$ cat config.mk
export PLATFORM = sky130hd
export DESIGN_NAME = card_shoe
export DESIGN_NICKNAME = d
export VERILOG_FILES = /design/src/rtl/card_shoe.sv
export SDC_FILE = /design/constraint.sdc
export NUM_CORES = 1
export LEC_CHECK = 0
export ABC_CLOCK_PERIOD_IN_PS = 7300
export BUFFER_PORTS_ARGS = -buffer_cell sky130_fd_sc_hd__buf_2
export CORE_AREA = 2 2 103 65
export DETAILED_ROUTE_END_ITERATION = 10
export DIE_AREA = 0 0 105 67
export GPL_ROUTABILITY_DRIVEN = 1
export HOLD_SLACK_MARGIN = 0.12
export PLACE_DENSITY = 0.77
export SYNTH_ARGS = -nofsm -noshare
export SYNTH_HDL_FRONTEND = slang
export SYNTH_SLANG_ARGS = --single-unit
export TNS_END_PERCENT = 30
$ cat constraint.sdc
create_clock -name slow_clock -period 7.3 [get_ports slow_clock]
set_input_delay 0.365 -clock slow_clock [delete_from_list [all_inputs] [get_ports slow_clock]]
set_output_delay 0.365 -clock slow_clock [all_outputs]
set_load 0.05 [all_outputs]
$ cat src/rtl/card_shoe.sv
// Multi-deck card shoe: deals ranks 1..13 without replacement, tracks the remaining
// count, flags the cut card and refills all ranks on a shuffle request.
module card_shoe #(
    parameter int          NUM_DECKS = 1,
    parameter int          CUT_CARDS = 8,
    parameter logic [15:0] LFSR_SEED = 16'hACE1,
    localparam int         RW        = $clog2(4 * NUM_DECKS + 1),
    localparam int         CW        = $clog2(52 * NUM_DECKS + 1)
) (
    input  logic          slow_clock,
    input  logic          resetb,
    input  logic          deal_req,
    input  logic          shuffle_req,
    output logic          card_valid,
    output logic [3:0]    card,
    output logic [CW-1:0] cards_left,
    output logic          busy,
    output logic          shuffling,
    output logic          cut_reached,
    output logic [1:0]    state_dbg
);
    // Handshake: deal_req/shuffle_req are level requests sampled only in IDLE (ignored,
    // not queued, while busy); card_valid is a one-cycle pulse with no back-pressure.
    typedef enum logic [1:0] {IDLE, SEARCH, DELIVER, SHUFFLE} state_e;

    localparam logic [RW-1:0] RANK_FULL = RW'(4 * NUM_DECKS);
    localparam logic [CW-1:0] SHOE_FULL = CW'(52 * NUM_DECKS);

    state_e        state_q, state_d;
    logic [15:0]   lfsr_q, lfsr_d;
    logic [3:0]    cand_q, cand_d;
    logic [3:0]    card_q, card_d;
    logic [CW-1:0] cards_left_q, cards_left_d;
    logic [RW-1:0] rank_cnt_q [1:13];
    logic [RW-1:0] rank_cnt_d [1:13];

    always_ff @(posedge slow_clock) begin
        if (!resetb) begin
            state_q      <= IDLE;
            lfsr_q       <= LFSR_SEED;
            cand_q       <= 4'd1;
            card_q       <= 4'd0;
            cards_left_q <= SHOE_FULL;
            for (int i = 1; i <= 13; i++) rank_cnt_q[i] <= RANK_FULL;
        end else begin
            state_q      <= state_d;
            lfsr_q       <= lfsr_d;
            cand_q       <= cand_d;
            card_q       <= card_d;
            cards_left_q <= cards_left_d;
            rank_cnt_q   <= rank_cnt_d;
        end
    end

    // cand_q is the rank under examination in SEARCH and the rank being refilled in SHUFFLE.
    always_comb begin
        state_d      = state_q;
        lfsr_d       = {lfsr_q[0] ^ lfsr_q[2] ^ lfsr_q[3] ^ lfsr_q[5], lfsr_q[15:1]};
        cand_d       = cand_q;
        card_d       = card_q;
        cards_left_d = cards_left_q;
        rank_cnt_d   = rank_cnt_q;
        case (state_q)
            IDLE: begin
                if (shuffle_req) begin
                    state_d = SHUFFLE;
                    cand_d  = 4'd1;
                end else if (deal_req) begin
                    if (cards_left_q == '0) begin
                        card_d  = 4'd0;
                        state_d = DELIVER;
                    end else begin
                        cand_d  = (lfsr_q[3:0] <= 4'd12) ? lfsr_q[3:0] + 4'd1
                                                         : lfsr_q[3:0] - 4'd12;
                        state_d = SEARCH;
                    end
                end
            end
            SEARCH: begin
                if (rank_cnt_q[cand_q] != '0) begin
                    rank_cnt_d[cand_q] = rank_cnt_q[cand_q] - RW'(1);
                    cards_left_d       = cards_left_q - CW'(1);
                    card_d             = cand_q;
                    state_d            = DELIVER;
                end else begin
                    cand_d = (cand_q == 4'd13) ? 4'd1 : cand_q + 4'd1;
                end
            end
            DELIVER: state_d = IDLE;
            SHUFFLE: begin
                rank_cnt_d[cand_q] = RANK_FULL;
                if (cand_q == 4'd13) begin
                    cards_left_d = SHOE_FULL;
                    lfsr_d       = LFSR_SEED;
                    card_d       = 4'd0;
                    state_d      = IDLE;
                end else begin
                    cand_d = cand_q + 4'd1;
                end
            end
            default: state_d = IDLE;
        endcase
    end

    assign card_valid  = (state_q == DELIVER);
    assign card        = card_q;
    assign cards_left  = cards_left_q;
    assign busy        = (state_q != IDLE);
    assign shuffling   = (state_q == SHUFFLE);
    assign cut_reached = (32'(cards_left_q) <= CUT_CARDS);
    assign state_dbg   = state_q;
endmodule

==> results of run 1 <==
## sequential cells by signal, summed over array words and instances (netlist names)
register,flops
cand_q,4
card,4
cards_left,6
lfsr_q,16
rank_cnt_q,39
state_dbg,2
## cell families after synthesis
| group | synth area share, % |
|---|---|
| buffers and inverters | 4.36 |
| muxes | 17.5 |
| xor gates and xnor gates | 2.46 |
| adders and majority gates | 3.87 |
| DFF | 40.0 |
| AOI/OAI and AO/OA | 9.99 |
| and+or+nand+nor | 21.9 |
## per-stage QoR
stage                     util [%]  power (mW)
final                         64.5        1.10
after global routing          64.5        1.15
after CTS                     64.5        1.10
after detailed placement      61.0       0.759
after global placement        61.0       0.757
after floorplan                  -       0.692
## worst register-to-register path, cell delays in order, from the launching register on
cell and delay (ps):
dfxtp_1 870, mux2_2 420, a221oi_1 280, o31ai_1 100
a21oi_1 150, ha_1 170, ha_1 220, nor2b_1 810
nor4b_2 220, mux2i_1 240, nand2_1 70
## area by class of cell
| cell class | instances | area share, % |
|---|---|---|
| clock inverter | 6 | 2.20 |
| inverter | 11 | 1.07 |
| clock buffer | 10 | 3.30 |
| timing repair buffer | 21 | 2.84 |
| multi-input combinational | 254 | 51.2 |
| sequential | 71 | 36.7 |
| tap | 84 | 2.71 |
## cells in the mapped netlist, types with 2 or more instances
| master | number |
|---|---|
| dfxtp_1 | 71 |
| o21ai_1 | 7 |
| nand3_1 | 14 |
| o211a_1 | 2 |
| nor2b_1 | 25 |
| buf_4 | 4 |
| inv_1 | 10 |
| o2bb2ai_1 | 2 |
| and2_1 | 8 |
| mux2i_1 | 43 |
| o211ai_1 | 4 |
| a221oi_1 | 2 |
| ha_1 | 11 |
| clkbuf_1 | 13 |
| xor2_1 | 6 |
| a21oi_1 | 6 |
| nand2_1 | 34 |
| o2111ai_1 | 2 |
| nand4_1 | 8 |
| nand2b_1 | 10 |
| mux2_2 | 4 |
| and3_1 | 2 |
| nor4b_2 | 5 |
| buf_2 | 7 |
| mux4_2 | 6 |
| xnor2_1 | 4 |
| nor2_1 | 12 |
| nand3b_1 | 4 |
| o21ai_0 | 5 |
| o31ai_1 | 3 |
## metal layers
layer	vias up	part of all wire (%)
li1	1294	-
met4	0	0.77
met1	1262	52
met2	84	40
met5	-	0
met3	5	7.3
## where the power goes
group	internal, mW	switching [mW]	total (mW)
Combinational	0.103	0.207	0.311
Clock	0.191	0.146	0.337
Sequential	0.412	0.0384	0.450
## worst max-delay path by stage
stage / cells after the start / from / slack [ps] / endpoint
4_1_cts: 10 / cand_q[1] / 3650 / rank_cnt_q[35]
2_1_floorplan: 12 / cand_q[0] / 4420 / rank_cnt_q[20]
3_5_place_dp: 10 / cand_q[1] / 3710 / rank_cnt_q[20]
5_1_grt: 10 / cand_q[1] / 3320 / rank_cnt_q[35]
3_3_place_gp: 10 / cand_q[1] / 3860 / rank_cnt_q[35]
6_report: 10 / cand_q[1] / 3590 / rank_cnt_q[35]
==> results.cfg, run 1 <==
[worst_hold_path]
holdPathEnd = lfsr_q[5]
hold_start = lfsr_q[6]
hold_path_class = reg -> reg
holdPathStages = 1

[timing]
hold_viol_final = 0
rsz0062_at_grt = false
fin_worst_skew_ps = 7.03
maxSlewViolCount = 0
setup_violations = 0
worst_pin_slew_ps = 1100
whs_ps = 409
setup_ws_ps = 3590
slew_headroom_pct = 26.7
post-route-period-util_pct = 50.8
setup_tns_ps = 0
timing.fmax_mhz = 270
fin_crit_ps = 3710

[cts]
hold_buffers = 0
cts_num_sinks = 71
clk_path_buf_depth = 2
postCtsSetupRepairBufs = 0
cts_root_buffer = clkbuf_8
clkSlewWorstSetupHoldPaths_ps = 80
cts_tree = built
htree_levels = 3
cts.repair.resized = 0
cts_buffers = 9
clk_latency_ps = 360

[synth]
synth_top_area_share_pct = 40.0
ys_seq_area_share_pct = 40.0
synth.largest_area_cell = dfxtp_1
synth_cell_types = 56
synthArstFlopShare_pct = 0
synth_fp_nets = 375
synth-seq-cells = 71
avgSynthCellArea_um2 = 9.88
synth-edff-count = 0
yosys-top-cells-area = dfxtp_1 (40%), mux2i_1 (12%), nor2b_1 (4.4%)
synth_flop_cell = dfxtp_1
ys_warn_count = 0
synth_area_mm2 = 0.00356
synthCells = 360

[finish]
diodes = 0
fill_cells = 516
layout_commonest_cell = dfxtp_1
fin_area_mm2 = 0.00387
multi_input_area_mm2 = 0.00198
fin_nets = 383
stdcell_count = 457
seq_area_mm2 = 0.00142
area.growth.synth_to_final_pct = 8.83
drive_above_1_share_pct = 15.5
layout_common_cells = dfxtp_1 (71), mux2i_1 (43), nand2_1 (34), nor2b_1 (25), buf_2 (19)

[global_route]
grt_start_max_net_pins = 57
grt_util_all_layers_pct = 25.0
use_met2_pct = 36.2
antenna_found_initial = 0
grtUsageMet1_pct = 35.8
busiest_layer = met2
grt_pass1_wl_um = 13300
grt_pass1_vias = 2529
overflow = 0
grt_util_met3_pct = 7.14

[floorplan]
die_h_um = 67
ios = 20
start_util_pct = 59.3
fp.coreArea_mm2 = 0.00600
dieArea_mm2 = 0.00704
std_cell_rows = 22
die_x_um = 105

[critical_path]
startpoint_type = register
crit_required_ps = 7510
worst_path_most_repeated_cell = ha_1
rr_endpoint = rank_cnt_q[35]
crit_buf_inv = 0
cpPeakStageDelay_ps = 870
cp_top_family = simple AND/OR/NAND/NOR gates
cp_slowest_cell = dfxtp_1
crit_fanout = 18
critical_path_arrival_ps = 3920
r2r_start = cand_q[1]
endpoint_kind = register
ff2ff_path_depth = 10
worstPathCellList = mux2_2 -> a221oi_1 -> o31ai_1 -> a21oi_1 -> ha_1 -> ha_1 -> nor2b_1 -> nor4b_2 -> mux2i_1 -> nand2_1
path_class = reg -> reg
reg2reg_slack_ps = 3590

[drt]
dr_total_vias = 2645
drc = 0
firstDrtPassIters = 4
antenna_left = 0
wirelength_um = 7800
drtIter0Drc = 251
wire_per_inst_um = 17.1
viasPerCell = 5.79

[power_and_ir_drop]
powerDensity_mw_per_mm2 = 284
p_leak_nw = 1.51
ir_worst_vdd_uv = 169

[place]
dp_cells = 441
placed_cell_area_mm2 = 0.00366
dp_slack_ps = 3710
hpwlAfterDp_um = 5300
io_buffers = 19
gp_congestion = 0.841

[status]
status = finished clean

[job]
cap_viol_max_count = 0
No activity file was read; power rests on OpenSTA's default activity.
==> run 2, diff against run 1 <==
Settings changed: ABC_CLOCK_PERIOD_IN_PS 7300 to 3100, CORE_AREA 2 2 103 65 to 2 2 107 68, DIE_AREA 0 0 105 67 to 0 0 109 70, PLACE_DENSITY 0.77 to 0.74.
Clock period 7.3 ns to 3.1 ns, I/O delays scaled along.
==> run 2 against run 1 <==
Compared with the run above: die area is 8.5% higher; critical path depth is 1 higher; final cell count is 4.6% higher; count of clock-buffer cells in the layout stayed put; critical path type unchanged; critical endpoint is now rank_cnt_q[32]; clock power is 140% higher; hold slack worse by 240 ps.
==> results.cfg, run 2 (synthesis gave the netlist of run 1 again) <==
[status]
status = finished clean

[critical_path]
critPathLaunch = cand_q[0]
crit_path_end = rank_cnt_q[32]
crit_required_ps = 3350
path_class = reg -> reg
rr_endpoint = rank_cnt_q[32]
endpoint_kind = register
r2r_start = cand_q[0]
critical_path_arrival_ps = 3160
reg2reg_slack_ps = 190
ff2ff_path_depth = 11
startpoint_type = register
crit_fanout = 8

[timing]
timing.fmax_mhz = 344
fin_crit_ps = 2910
whs_ps = 166
worst_pin_slew_ps = 823
rsz0062_at_grt = false
setup_tns_ps = 0
post-route-period-util_pct = 93.9
fin_worst_skew_ps = 6.97
slew_headroom_pct = 45.1
hold_viol_final = 0
maxSlewViolCount = 0
setup_violations = 0
setup_ws_ps = 189

[finish]
stdcell_count = 478
largest_register = rank_cnt_q
area.growth.synth_to_final_pct = 14.0
diodes = 0
fin_util_pct = 59.5
layout_commonest_cell = dfxtp_1
fin_nets = 397
fin_area_mm2 = 0.00406
largest_register_ffs = 39
drive_above_1_share_pct = 19.4
layout_common_cells = dfxtp_1 (70), mux2i_1 (43), nand2_1 (34), nor2b_1 (25), buf_2 (19)

[cts]
clkSlewWorstSetupHoldPaths_ps = 70
htree_levels = 3
clk_path_buf_depth = 2
cts_buffers = 9
cts_root_buffer = clkbuf_8
clk_latency_ps = 370
cts_tree = built
cts_num_sinks = 71

[global_route]
grt_pass1_vias = 2586
grt_start_max_net_pins = 32
grt_util_all_layers_pct = 23.5
overflow = 0
antenna_found_initial = 0
grt_pass1_wl_um = 13500

[floorplan]
die_h_um = 70
fp.coreArea_mm2 = 0.00682
die_x_um = 109
ios = 20
start_util_pct = 52.2
dieArea_mm2 = 0.00763
std_cell_rows = 24

[drt]
wirelength_um = 8140
firstDrtPassIters = 4
drc = 0
wire_per_inst_um = 17.0
dr_total_vias = 2680
antenna_left = 0
drtIter0Drc = 227
viasPerCell = 5.61

[place]
dp_slack_ps = 0.305
gp_congestion = 0.911
hpwlAfterDp_um = 5690
dp_cells = 460
io_buffers = 19
placed_cell_area_mm2 = 0.00377

[power_and_ir_drop]
ir_worst_vdd_uv = 500
powerDensity_mw_per_mm2 = 667
finalPower_mw = 2.71
p_leak_nw = 1.61

[worst_hold_path]
hold_path_class = in -> reg

[job]
cap_viol_max_count = 0
run 2: cell types whose count changed in the layout (fill, tap and decap cells not counted), moves of 2 or more:
cell        delta
buf_4         +13
clkinvlp_4     -2
nor4b_2        -5
nor4b_4        +5
run 2: repair_timing:
item / CTS / global route
endpoints found under the hold margin: 0 / 0
resized for setup: 1 / 7
hold buffers: 0 / 0
buffers inserted: 0 / 2
pin swaps: 0 / 1
setup endpoints to repair: 1 / 41
run 2: where the power goes:
group / switching [mW] / internal, mW / leakage [nW]
Combinational: 0.521 / 0.315 / 0.911
Sequential: 0.0749 / 0.971 / 0.580
Clock: 0.353 / 0.472 / 0.116
run 2: cell type report:
| cell class | instances | area (um^2) |
|---|---|---|
| fill | 585 | 2760 |
| multi-input combinational | 254 | 2030 |
| sequential | 71 | 1430 |
| timing repair buffer | 35 | 228 |
| clock buffer | 10 | 138 |
| tap | 91 | 114 |
| clock inverter | 6 | 83.8 |
| inverter | 11 | 41.3 |
run 2: worst min path at each step:
stage	startpoint	to	slack (ps)	cells after the start
6_report	resetb	rank_cnt_q[26]	170	2
5_1_grt	resetb	rank_cnt_q[20]	190	2
4_1_cts	resetb	rank_cnt_q[26]	140	2
3_5_place_dp	lfsr_q[11]	lfsr_q[10]	400	1
3_3_place_gp	lfsr_q[14]	lfsr_q[13]	390	1
2_1_floorplan	lfsr_q[11]	lfsr_q[10]	390	1
run 2: routing by layer:
| layer | wire length [um] | part of all wire, % | track usage, % |
|---|---|---|---|
| met5 | 0 | 0 | 0 |
| met4 | 94 | 1.2 | 5.98 |
| met2 | 3500 | 43 | 32.7 |
| met3 | 471 | 5.8 | 9.52 |
| met1 | 4070 | 50 | 33.5 |
run 2: worst max-delay path: stages, from the launching register on:
cell     delay (ps)
dfxtp_1         340
inv_1           140
mux4_2          550
o21ai_0         170
a21oi_1          60
ha_1            200
ha_1            230
nor2b_1         140
buf_4           220
nor3_2          420
mux2i_1         250
nand2_1          70
==> run 3, diff against run 2 <==
Settings changed: ABC_CLOCK_PERIOD_IN_PS 3100 to 3300, CORE_AREA 2 2 107 68 to 2 2 103 65, DIE_AREA 0 0 109 70 to 0 0 105 67, PLACE_DENSITY 0.74 to 0.77.
Clock period 3.1 ns to 3.3 ns, I/O delays scaled along.
==> run 3 against run 2 <==
Compared with the run above: count of clock-buffer cells in the layout did not move; sequential power decreased by 6%; critical path depth is the same; routed wire length shrank 1.3%; maximum frequency fell by 2.9%; critical endpoint is now rank_cnt_q[38]; flip-flop and latch count stayed put; die area decreased by 7.8%; non-clock buffer count down 2; largest cell class unchanged; final cell count decreased by 1.9%; worst setup slack gained 110 ps; final area fell by 1.8%; global-route usage up 1.8 points.
==> results.cfg, run 3 (synthesis gave the netlist of run 1 again) <==
[worst_hold_path]
hold_path_class = in -> reg
holdPathStages = 2
holdPathEnd = rank_cnt_q[23]
hold_start = resetb

[timing]
rsz0062_at_grt = false
slew_headroom_pct = 47.2
timing.fmax_mhz = 334
hold_viol_final = 0
fin_crit_ps = 3000
post-route-period-util_pct = 90.8
setup_tns_ps = 0
maxSlewViolCount = 0
worst_pin_slew_ps = 790
setup_violations = 0
fin_worst_skew_ps = 9.86

[cts]
cts_num_sinks = 71
htree_levels = 3
cts_root_buffer = clkbuf_8
hold_buffers = 0
cts_tree = built
clk_latency_ps = 370
cts_buffers = 9
clk_path_buf_depth = 2
clkSlewWorstSetupHoldPaths_ps = 80

[drt]
wire_per_inst_um = 17.1
drc = 0
viasPerCell = 6.01
antenna_left = 0
wirelength_um = 8030
firstDrtPassIters = 5
dr_total_vias = 2818
drtIter0Drc = 267

[floorplan]
die_x_um = 105
dieArea_mm2 = 0.00704
std_cell_rows = 22
die_h_um = 67
start_util_pct = 59.3
ios = 20
fp.coreArea_mm2 = 0.00600

[finish]
fin_nets = 395
diodes = 0
drive_above_1_share_pct = 18.7
area.growth.synth_to_final_pct = 12.0
layout_commonest_cell = dfxtp_1
layout_common_cells = dfxtp_1 (70), mux2i_1 (43), nand2_1 (34), nor2b_1 (25), buf_2 (19)
stdcell_count = 469
fill_cells = 490
largest_register_ffs = 39
largest_register = rank_cnt_q

[place]
gp_congestion = 1.02
io_buffers = 19
hpwlAfterDp_um = 5700
dp_cells = 453

[global_route]
grt_pass1_vias = 2575
grt_pass1_wl_um = 13400
overflow = 0
grt_start_max_net_pins = 34
antenna_found_initial = 0
grt_util_all_layers_pct = 25.2

[power_and_ir_drop]
switching_share_pct = 36.7
combPwrFrac_pct = 31.0
ir_worst_vdd_uv = 381
power.internal_mw = 1.54
powerDensity_mw_per_mm2 = 611
p_leak_nw = 1.57
clkPwrFrac_pct = 28.5
p_switching_uw = 893
seqPwrFrac_pct = 40.5

[critical_path]
reg2reg_slack_ps = 300
endpoint_kind = register
path_class = reg -> reg
rr_endpoint = rank_cnt_q[38]
ff2ff_path_depth = 11
critical_path_arrival_ps = 3250
crit_fanout = 10
startpoint_type = register
r2r_start = cand_q[1]
crit_required_ps = 3550

[status]
status = finished clean

[job]
cap_viol_max_count = 0
run 3: what timing repair did:
action / 4_1_cts / 5_1_grt
setup endpoints to repair: 0 / 15
resized for setup: 0 / 6
setup buffers: 0 / 0
run 3: worst max path at each step:
stage | from | end | slack [ps] | depth (start not counted)
4_1_cts | cand_q[1] | card[1] | 90 | 11
5_1_grt | cand_q[0] | card[1] | 40 | 12
3_5_place_dp | cand_q[1] | card[1] | 160 | 11
2_1_floorplan | cand_q[0] | rank_cnt_q[20] | 420 | 12
6_report | cand_q[1] | rank_cnt_q[38] | 300 | 11
3_3_place_gp | cand_q[1] | rank_cnt_q[20] | 260 | 11
run 3: power groups by stage:
stage	registers (mW)	clock network [mW]	logic, mW
after floorplan	1.02	0	0.508
after global placement	1.00	0	0.714
after detailed placement	1.00	0	0.719
after CTS	0.984	0.705	0.730
after global routing	0.996	0.742	0.811
final	0.986	0.693	0.755
run 3: area by class of cell:
cell class | instances | area [um^2] | area share [%]
flip-flops and latches | 71 | 1420 | 35.7
repair buffers | 33 | 200 | 5.03
well taps | 84 | 105 | 2.64
multi-input cells | 254 | 2020 | 50.7
inverters | 11 | 41.3 | 1.04
clock buffers | 10 | 128 | 3.20
clock inverters | 6 | 67.6 | 1.70
run 3: metrics by stage:
step	hold WS (ps)	area, um^2	util (%)	worst slack, ps	total power [mW]
floorplan	386	3560	-	418	1.53
global placement	388	3750	62.5	259	1.71
detailed placement	391	3750	62.5	159	1.72
CTS	149	3940	65.7	91.6	2.42
global route	187	3980	66.4	43.5	2.55
finish	152	3980	66.4	303	2.43
run 3: per-layer routing:
metal / GRT usage (%) / vias up / routed length [um]
li1: - / 1321 / -
met1: 35.6 / 1353 / 3830
met2: 35.5 / 121 / 3270
met3: 8.61 / 23 / 733
met4: 9.00 / 0 / 195
met5: 0 / - / 0
run 3: worst max-delay path: stages (launching register included):
cell     delay [ps]
dfxtp_2         460
mux2i_1         120
mux4_2          530
o21ai_0         170
a21oi_1          70
ha_1            220
ha_1            210
nor2b_1         130
buf_4           220
nor4b_4         450
mux2i_1         250
nand2_1          70
